### config.mk
export PLATFORM = sky130hd
export DESIGN_NAME = load_store_unit_flat
export DESIGN_NICKNAME = d
export VERILOG_FILES = /design/src/rtl/mips_pkg.sv /design/src/rtl/load_store_unit_if.sv /design/src/rtl/byte_lane_unit.sv /design/src/rtl/load_store_unit.sv /design/src/flat_wrapper.sv
export SDC_FILE = /design/constraint.sdc
export NUM_CORES = 1
export LEC_CHECK = 0
export BUFFER_PORTS_ARGS = -buffer_cell sky130_fd_sc_hd__buf_2
export CORE_ASPECT_RATIO = 1.4
export CORE_MARGIN = 4
export CORE_UTILIZATION = 50
export CTS_CLUSTER_DIAMETER = 100
export DETAILED_ROUTE_END_ITERATION = 10
export PLACE_DENSITY = 0.8
export SLEW_MARGIN = 20
export SYNTH_ARGS = -nofsm -noshare
export SYNTH_HDL_FRONTEND = slang
export SYNTH_HIERARCHICAL = 1
export SYNTH_SLANG_ARGS = --single-unit
### constraint.sdc
create_clock -name clk -period 3.16 [get_ports clk]
set_clock_uncertainty 0.05 [all_clocks]
set_input_delay 0.316 -clock clk [delete_from_list [all_inputs] [get_ports clk]]
set_output_delay 0.316 -clock clk [all_outputs]
set_load 0.02 [all_outputs]
### src/rtl/mips_pkg.sv
// Shared definitions for the memory-access stage: opcodes, FSM states and
// byte-lane geometry, plus small opcode-classification helpers.
package mips_pkg;

  localparam logic [5:0] OP_LW  = 6'b100011;
  localparam logic [5:0] OP_LB  = 6'b100000;
  localparam logic [5:0] OP_LBU = 6'b100100;
  localparam logic [5:0] OP_SW  = 6'b101011;
  localparam logic [5:0] OP_SB  = 6'b101000;

  localparam int LANE_W    = 8;
  localparam int NUM_LANES = 4;

  typedef enum logic [1:0] {
    IDLE   = 2'd0,
    ACCESS = 2'd1,
    FIN    = 2'd2
  } lsu_state_t;

  function automatic logic is_load_op(input logic [5:0] op);
    return (op == OP_LW) || (op == OP_LB) || (op == OP_LBU);
  endfunction

  function automatic logic is_mem_op(input logic [5:0] op);
    return is_load_op(op) || (op == OP_SW) || (op == OP_SB);
  endfunction

  // Word accesses are the only ones that can fault on alignment.
  function automatic logic is_word_op(input logic [5:0] op);
    return (op == OP_LW) || (op == OP_SW);
  endfunction

endpackage

### src/rtl/load_store_unit_if.sv
// Data-memory request/acknowledge bus between the load/store unit (master)
// and the memory (slave).
interface load_store_unit_if #(
  parameter int ADDR_W = 32,
  parameter int DATA_W = 32
);
  logic              mem_req;
  logic              mem_we;
  logic [ADDR_W-1:0] mem_addr;
  logic [3:0]        mem_be;
  logic [DATA_W-1:0] mem_wdata;
  logic [DATA_W-1:0] mem_rdata;
  logic              mem_ack;

  modport master (
    output mem_req, mem_we, mem_addr, mem_be, mem_wdata,
    input  mem_rdata, mem_ack
  );

  modport slave (
    input  mem_req, mem_we, mem_addr, mem_be, mem_wdata,
    output mem_rdata, mem_ack
  );
endinterface

### src/rtl/byte_lane_unit.sv
// Combinational byte-lane steering: store replication and byte enables,
// load byte extraction with sign or zero extension (little-endian lanes).
module byte_lane_unit
  import mips_pkg::*;
(
  input  logic [5:0]           opcode,
  input  logic [1:0]           lane,
  input  logic [31:0]          store_data,
  input  logic [31:0]          rdata,
  output logic [NUM_LANES-1:0] be,
  output logic [31:0]          wdata,
  output logic [31:0]          load_data
);

  logic [LANE_W-1:0] rbyte;

  // NOTE: every output gets a default before the case, so no path leaves a
  // value unassigned and no latch is inferred.
  always_comb begin
    be        = '1;
    wdata     = store_data;
    rbyte     = rdata[LANE_W*lane +: LANE_W];
    load_data = rdata;
    case (opcode)
      OP_SB: begin
        be    = NUM_LANES'(1) << lane;
        wdata = {NUM_LANES{store_data[LANE_W-1:0]}};
      end
      OP_LB:   load_data = {{(32-LANE_W){rbyte[LANE_W-1]}}, rbyte};
      OP_LBU:  load_data = {{(32-LANE_W){1'b0}}, rbyte};
      default: ;
    endcase
  end

endmodule

### src/rtl/load_store_unit.sv
// Multicycle memory-access stage: address generation, alignment check,
// req/ack transaction with timeout, and load write-back to the register block.
module load_store_unit
  import mips_pkg::*;
#(
  parameter int ADDR_W  = 32,
  parameter int DATA_W  = 32,
  parameter int TIMEOUT = 15
) (
  input  logic              clk,
  input  logic              rst,
  input  logic              start,
  input  logic [5:0]        opcode,
  input  logic [31:0]       base,
  input  logic [15:0]       offset,
  input  logic [DATA_W-1:0] store_data,
  input  logic [4:0]        rt_in,
  load_store_unit_if.master mem,
  output logic              busy,
  output logic              done,
  output logic              wb_en,
  output logic [4:0]        wb_rt,
  output logic [DATA_W-1:0] wb_data,
  output logic              err_align,
  output logic              err_timeout
);

  lsu_state_t  state;
  logic [5:0]  op_q;
  logic [1:0]  lane_q;
  logic [4:0]  rt_q;
  logic [7:0]  cnt;

  logic [31:0] ea;
  logic [5:0]  blu_op;
  logic [1:0]  blu_lane;
  logic [3:0]  blu_be;
  logic [31:0] blu_wdata;
  logic [31:0] blu_load;

  assign ea = base + 32'($signed(offset));

  // The steering unit sees live inputs while capturing and the captured
  // opcode/lane while the access is in flight.
  assign blu_op   = (state == IDLE) ? opcode  : op_q;
  assign blu_lane = (state == IDLE) ? ea[1:0] : lane_q;

  byte_lane_unit u_byte_lane (
    .opcode     (blu_op),
    .lane       (blu_lane),
    .store_data (store_data),
    .rdata      (mem.mem_rdata),
    .be         (blu_be),
    .wdata      (blu_wdata),
    .load_data  (blu_load)
  );

  assign busy = (state != IDLE);

  // NOTE: all state and registered outputs use non-blocking assignments so
  // every flop samples pre-edge values regardless of statement order.
  always_ff @(posedge clk) begin
    if (rst) begin
      state         <= IDLE;
      op_q          <= '0;
      lane_q        <= '0;
      rt_q          <= '0;
      cnt           <= '0;
      mem.mem_req   <= 1'b0;
      mem.mem_we    <= 1'b0;
      mem.mem_addr  <= '0;
      mem.mem_be    <= '0;
      mem.mem_wdata <= '0;
      done          <= 1'b0;
      wb_en         <= 1'b0;
      wb_rt         <= '0;
      wb_data       <= '0;
      err_align     <= 1'b0;
      err_timeout   <= 1'b0;
    end else begin
      done        <= 1'b0;
      wb_en       <= 1'b0;
      err_align   <= 1'b0;
      err_timeout <= 1'b0;
      case (state)
        IDLE: begin
          if (start && is_mem_op(opcode)) begin
            op_q          <= opcode;
            lane_q        <= ea[1:0];
            rt_q          <= rt_in;
            cnt           <= '0;
            mem.mem_we    <= ~is_load_op(opcode);
            mem.mem_addr  <= ea[ADDR_W-1:0];
            mem.mem_be    <= blu_be;
            mem.mem_wdata <= blu_wdata;
            if (is_word_op(opcode) && (ea[1:0] != 2'b00)) begin
              state     <= FIN;
              done      <= 1'b1;
              err_align <= 1'b1;
            end else begin
              state       <= ACCESS;
              mem.mem_req <= 1'b1;
            end
          end
        end
        ACCESS: begin
          // Ack on the final count still completes normally.
          if (mem.mem_ack) begin
            state       <= FIN;
            mem.mem_req <= 1'b0;
            done        <= 1'b1;
            if (is_load_op(op_q)) begin
              wb_en   <= 1'b1;
              wb_rt   <= rt_q;
              wb_data <= blu_load;
            end
          end else if (cnt == 8'(TIMEOUT - 1)) begin
            state       <= FIN;
            mem.mem_req <= 1'b0;
            done        <= 1'b1;
            err_timeout <= 1'b1;
          end else begin
            cnt <= cnt + 8'd1;
          end
        end
        FIN:     state <= IDLE;
        default: state <= IDLE;
      endcase
    end
  end

endmodule

### src/flat_wrapper.sv
// flat-port wrapper written by rule: the top's interface ports become plain ports
module load_store_unit_flat import mips_pkg::*;
#(
  parameter int ADDR_W  = 32,
  parameter int DATA_W  = 32,
  parameter int TIMEOUT = 15
)
  (clk, rst, start, opcode, base, offset, store_data, rt_in, busy, done, wb_en, wb_rt, wb_data, err_align, err_timeout, mem_mem_req, mem_mem_we, mem_mem_addr, mem_mem_be, mem_mem_wdata, mem_mem_rdata, mem_mem_ack);
  load_store_unit_if #(.ADDR_W(ADDR_W), .DATA_W(DATA_W)) mem_i ();
  input  logic clk;
  input  logic rst;
  input  logic start;
  input  logic [5:0] opcode;
  input  logic [31:0] base;
  input  logic [15:0] offset;
  input  logic [DATA_W-1:0] store_data;
  input  logic [4:0] rt_in;
  output logic busy;
  output logic done;
  output logic wb_en;
  output logic [4:0] wb_rt;
  output logic [DATA_W-1:0] wb_data;
  output logic err_align;
  output logic err_timeout;
  output wire logic [$bits(mem_i.mem_req)-1:0] mem_mem_req;
  output wire logic [$bits(mem_i.mem_we)-1:0] mem_mem_we;
  output wire logic [$bits(mem_i.mem_addr)-1:0] mem_mem_addr;
  output wire logic [$bits(mem_i.mem_be)-1:0] mem_mem_be;
  output wire logic [$bits(mem_i.mem_wdata)-1:0] mem_mem_wdata;
  input wire logic [$bits(mem_i.mem_rdata)-1:0] mem_mem_rdata;
  input wire logic [$bits(mem_i.mem_ack)-1:0] mem_mem_ack;
  assign mem_mem_req = mem_i.mem_req;
  assign mem_mem_we = mem_i.mem_we;
  assign mem_mem_addr = mem_i.mem_addr;
  assign mem_mem_be = mem_i.mem_be;
  assign mem_mem_wdata = mem_i.mem_wdata;
  assign mem_i.mem_rdata = mem_mem_rdata;
  assign mem_i.mem_ack = mem_mem_ack;
  load_store_unit #(.ADDR_W(ADDR_W), .DATA_W(DATA_W), .TIMEOUT(TIMEOUT)) u_core (.clk(clk), .rst(rst), .start(start), .opcode(opcode), .base(base), .offset(offset), .store_data(store_data), .rt_in(rt_in), .mem(mem_i), .busy(busy), .done(done), .wb_en(wb_en), .wb_rt(wb_rt), .wb_data(wb_data), .err_align(err_align), .err_timeout(err_timeout));
endmodule
==> flow_metrics.py <==
metrics = {
    "outcome": {
        "status": "completed",
    },
    "global_routing": {
        "grt_max_degree": 78,
        "grt_use_total": 0.252,
        "grt.overflow.total": 0,
        "grt_pass1_wl_um": 33100,
        "first_global_vias": 6881,
        "antenna_found_initial": 0,
    },
    "synthesis": {
        "avgSynthCellArea_sq_um": 8.42,
        "synth_common_cells": "152 x nand2_1, 132 x dfxtp_1, 88 x a21oi_1",
        "yosysUniqueCellTypes": 64,
        "ys_seq_area_frac": 0.362,
        "ys_warn_count": 6,
        "synthTopCellsByArea": "dfxtp_1 36%, nand2_1 7.8%, mux2_2 6.3%",
        "syn_area_sq_mm": 0.00731,
        "synth_cells": 868,
        "syn_nets": 1029,
        "synth_top_area_cell": "dfxtp_1",
        "synthArstFlopShare": 0,
        "synth_most_common_cell": "nand2_1",
        "ys_ff_latch": 132,
        "synth_top_area_frac": 0.362,
        "synth_flop_cell": "dfxtp_1",
        "synth_edf_count": 0,
    },
    "sta": {
        "tns_ns": 0,
        "worst_pin_slew_ns": 1.04,
        "period_minus_slack_ns": 2.86,
        "relSlewSlack": 0.305,
        "fmax_mhz": 349,
        "finalSetupViolations": 0,
        "slew_violations": 0,
        "rsz0062_at_grt": "no",
        "min_period_over_period": 0.906,
        "hold_violations": 0,
    },
    "critical_path": {
        "reg2reg_from": "u_core/state[1]",
        "path_class": "flop to flop",
        "ff2ff_setup_slack_ns": 0.30,
        "arrival_ns": 3.06,
        "endpoint": "u_core/mem.mem_wdata[27]",
        "cp-end-kind": "flop",
        "r2r_cells": 9,
        "cp-start-kind": "flop",
        "cp.required_ns": 3.36,
        "crit_path_max_fanout": 12,
        "startpoint": "u_core/state[1]",
        "r2r_end": "u_core/mem.mem_wdata[27]",
    },
    "clocking": {
        "insertion_delay_ns": 0.41,
        "h-tree-depth": 4,
        "cts_buffer_depth": 2,
        "cts.repair.resized": 0,
        "cts_sinks": 132,
        "post-cts-setup-buffers": 0,
        "clockRootBuffer": "clkbuf_16",
        "path_clk_slew_ns": 0.06,
        "numCtsBuffers": 17,
        "cts_tree": "built",
        "cts_hold_buffers": 0,
    },
    "floorplan": {
        "die_x_um": 110,
        "rows": 52,
        "ios": 239,
        "die_h_um": 151,
        "die-area_sq_mm": 0.0166,
        "coreArea_sq_mm": 0.0144,
        "start_util": 0.508,
    },
    "power_and_ir_drop": {
        "max-vdd-ir-drop_mv": 0.469,
        "powerDensity_mw_per_mm2": 495,
        "p_leak_nw": 4.47,
    },
    "finish": {
        "drive_gt1_frac": 0.312,
        "regArea_sq_mm": 0.00264,
        "nFillCells": 1276,
        "area_growth_pct": 25.6,
        "final_util": 0.639,
        "final_nets": 1236,
        "diodes": 0,
        "multiInputGateArea_sq_mm": 0.00430,
    },
    "placed_design": {
        "place_congestion": 0.935,
        "hpwl_um": 15800,
        "place.port_buffers": 238,
    },
    "hold_path": {
        "hold_start": "mem_mem_ack",
        "hp-class": "input port to flop",
    },
    "detailed_routing": {
        "drc": 0,
        "drt_first_pass_iters": 7,
        "wl_per_cell_um": 16.9,
        "drt_iter0_drc": 471,
        "ant_nets": 0,
        "wl_um": 21500,
        "vias": 7132,
        "via_per_inst": 5.58,
    },
    "flow_run": {
        "drv_cap": 0,
    },
}
==> worst min-delay path by stage <==
stage	endpoint	slack (ns)	cells after the start
after global routing	u_core/err_timeout	0.07	2
after floorplan	u_core/err_timeout	0.34	1
after detailed placement	u_core/mem.mem_addr[26]	0.39	2
after global placement	u_core/mem.mem_addr[26]	0.38	2
final	u_core/err_timeout	0.09	2
after CTS	u_core/err_timeout	0.07	2
==> per-layer routing <==
metal | vias to the layer above | track usage | share of wire | routed length [um]
met5 | - | 0 | 0 | 0
met4 | 0 | 0.132 | 0.044 | 952
met3 | 59 | 0.0542 | 0.069 | 1490
met2 | 292 | 0.443 | 0.50 | 10900
met1 | 3310 | 0.280 | 0.38 | 8230
li1 | 3471 | - | - | -
==> per-stage QoR <==
stage	cells	setup slack, ns	area [sq um]	hold slack, ns	total power, mW
2_1_floorplan	868	0.404	7310	0.343	2.20
3_3_place_gp	1245	0.287	8540	0.382	2.41
3_5_place_dp	1245	0.222	8540	0.388	2.42
4_1_cts	1277	0.300	9180	0.0708	4.57
5_1_grt	1277	0.173	9180	0.0668	4.73
6_report	1277	0.298	9180	0.0877	4.55
==> cell usage in the layout (no fill, tap or decap), types with 8 or more instances in the layout <==
master	instances
nor3_1	10
buf_2	237
mux2_2	41
o21ai_0	32
a221o_1	8
clkbuf_16	17
xor2_1	16
nor2_1	67
a21o_1	36
a21oi_1	88
ha_1	33
mux2i_1	38
nand3b_1	8
buf_4	12
nand2_1	152
xnor2_1	12
nand3_1	10
inv_1	22
dfxtp_1	132
==> registers in the layout (all words and copies together), names as in the netlist <==
| signal | cells |
|---|---|
| u_core/cnt | 8 |
| u_core/done | 1 |
| u_core/err_align | 1 |
| u_core/err_timeout | 1 |
| u_core/mem.mem_addr | 32 |
| u_core/mem.mem_be | 4 |
| u_core/mem.mem_req | 1 |
| u_core/mem.mem_wdata | 32 |
| u_core/mem.mem_we | 1 |
| u_core/op_q | 6 |
| u_core/rt_q | 5 |
| u_core/state | 2 |
| u_core/wb_data | 32 |
| u_core/wb_en | 1 |
| u_core/wb_rt | 5 |
==> final cells by class <==
type / count / area share
clock buffers: 17 / 0.0463
clock inverters: 15 / 0.0233
inverters: 22 / 0.00899
multi-input cells: 653 / 0.469
flip-flops and latches: 132 / 0.288
well taps: 189 / 0.0258
repair buffers: 249 / 0.139
==> worst max-delay path: stages (launching register included) <==
cell     delay, ns
dfxtp_1       0.33
nor2_1        0.10
buf_4         0.22
mux2_2        0.38
nor4b_1       0.39
buf_4         0.20
and3_1        0.47
mux2_2        0.40
nand2_1       0.08
a21oi_1       0.07
==> logic make-up (layout without fill, tap and decap cells) <==
logic type      count (synthesis)  count (layout)  share of synthesized area
buf+inv                        83             303                     0.0522
simple gates                  289             289                      0.179
flops                         132             132                      0.362
fa+ha+maj                      34              34                     0.0592
xor+xnor                       28              28                     0.0335
mux                            80              80                      0.118
compound gates                222             222                      0.196
==> report_power, final <==
part	internal [mW]	total, mW	switching (mW)	leakage, nW
clock network	1.35	2.15	0.808	0.312
registers	1.68	1.69	0.0104	1.06
logic	0.299	0.700	0.401	3.10
No activity file was read; power rests on OpenSTA's default activity.
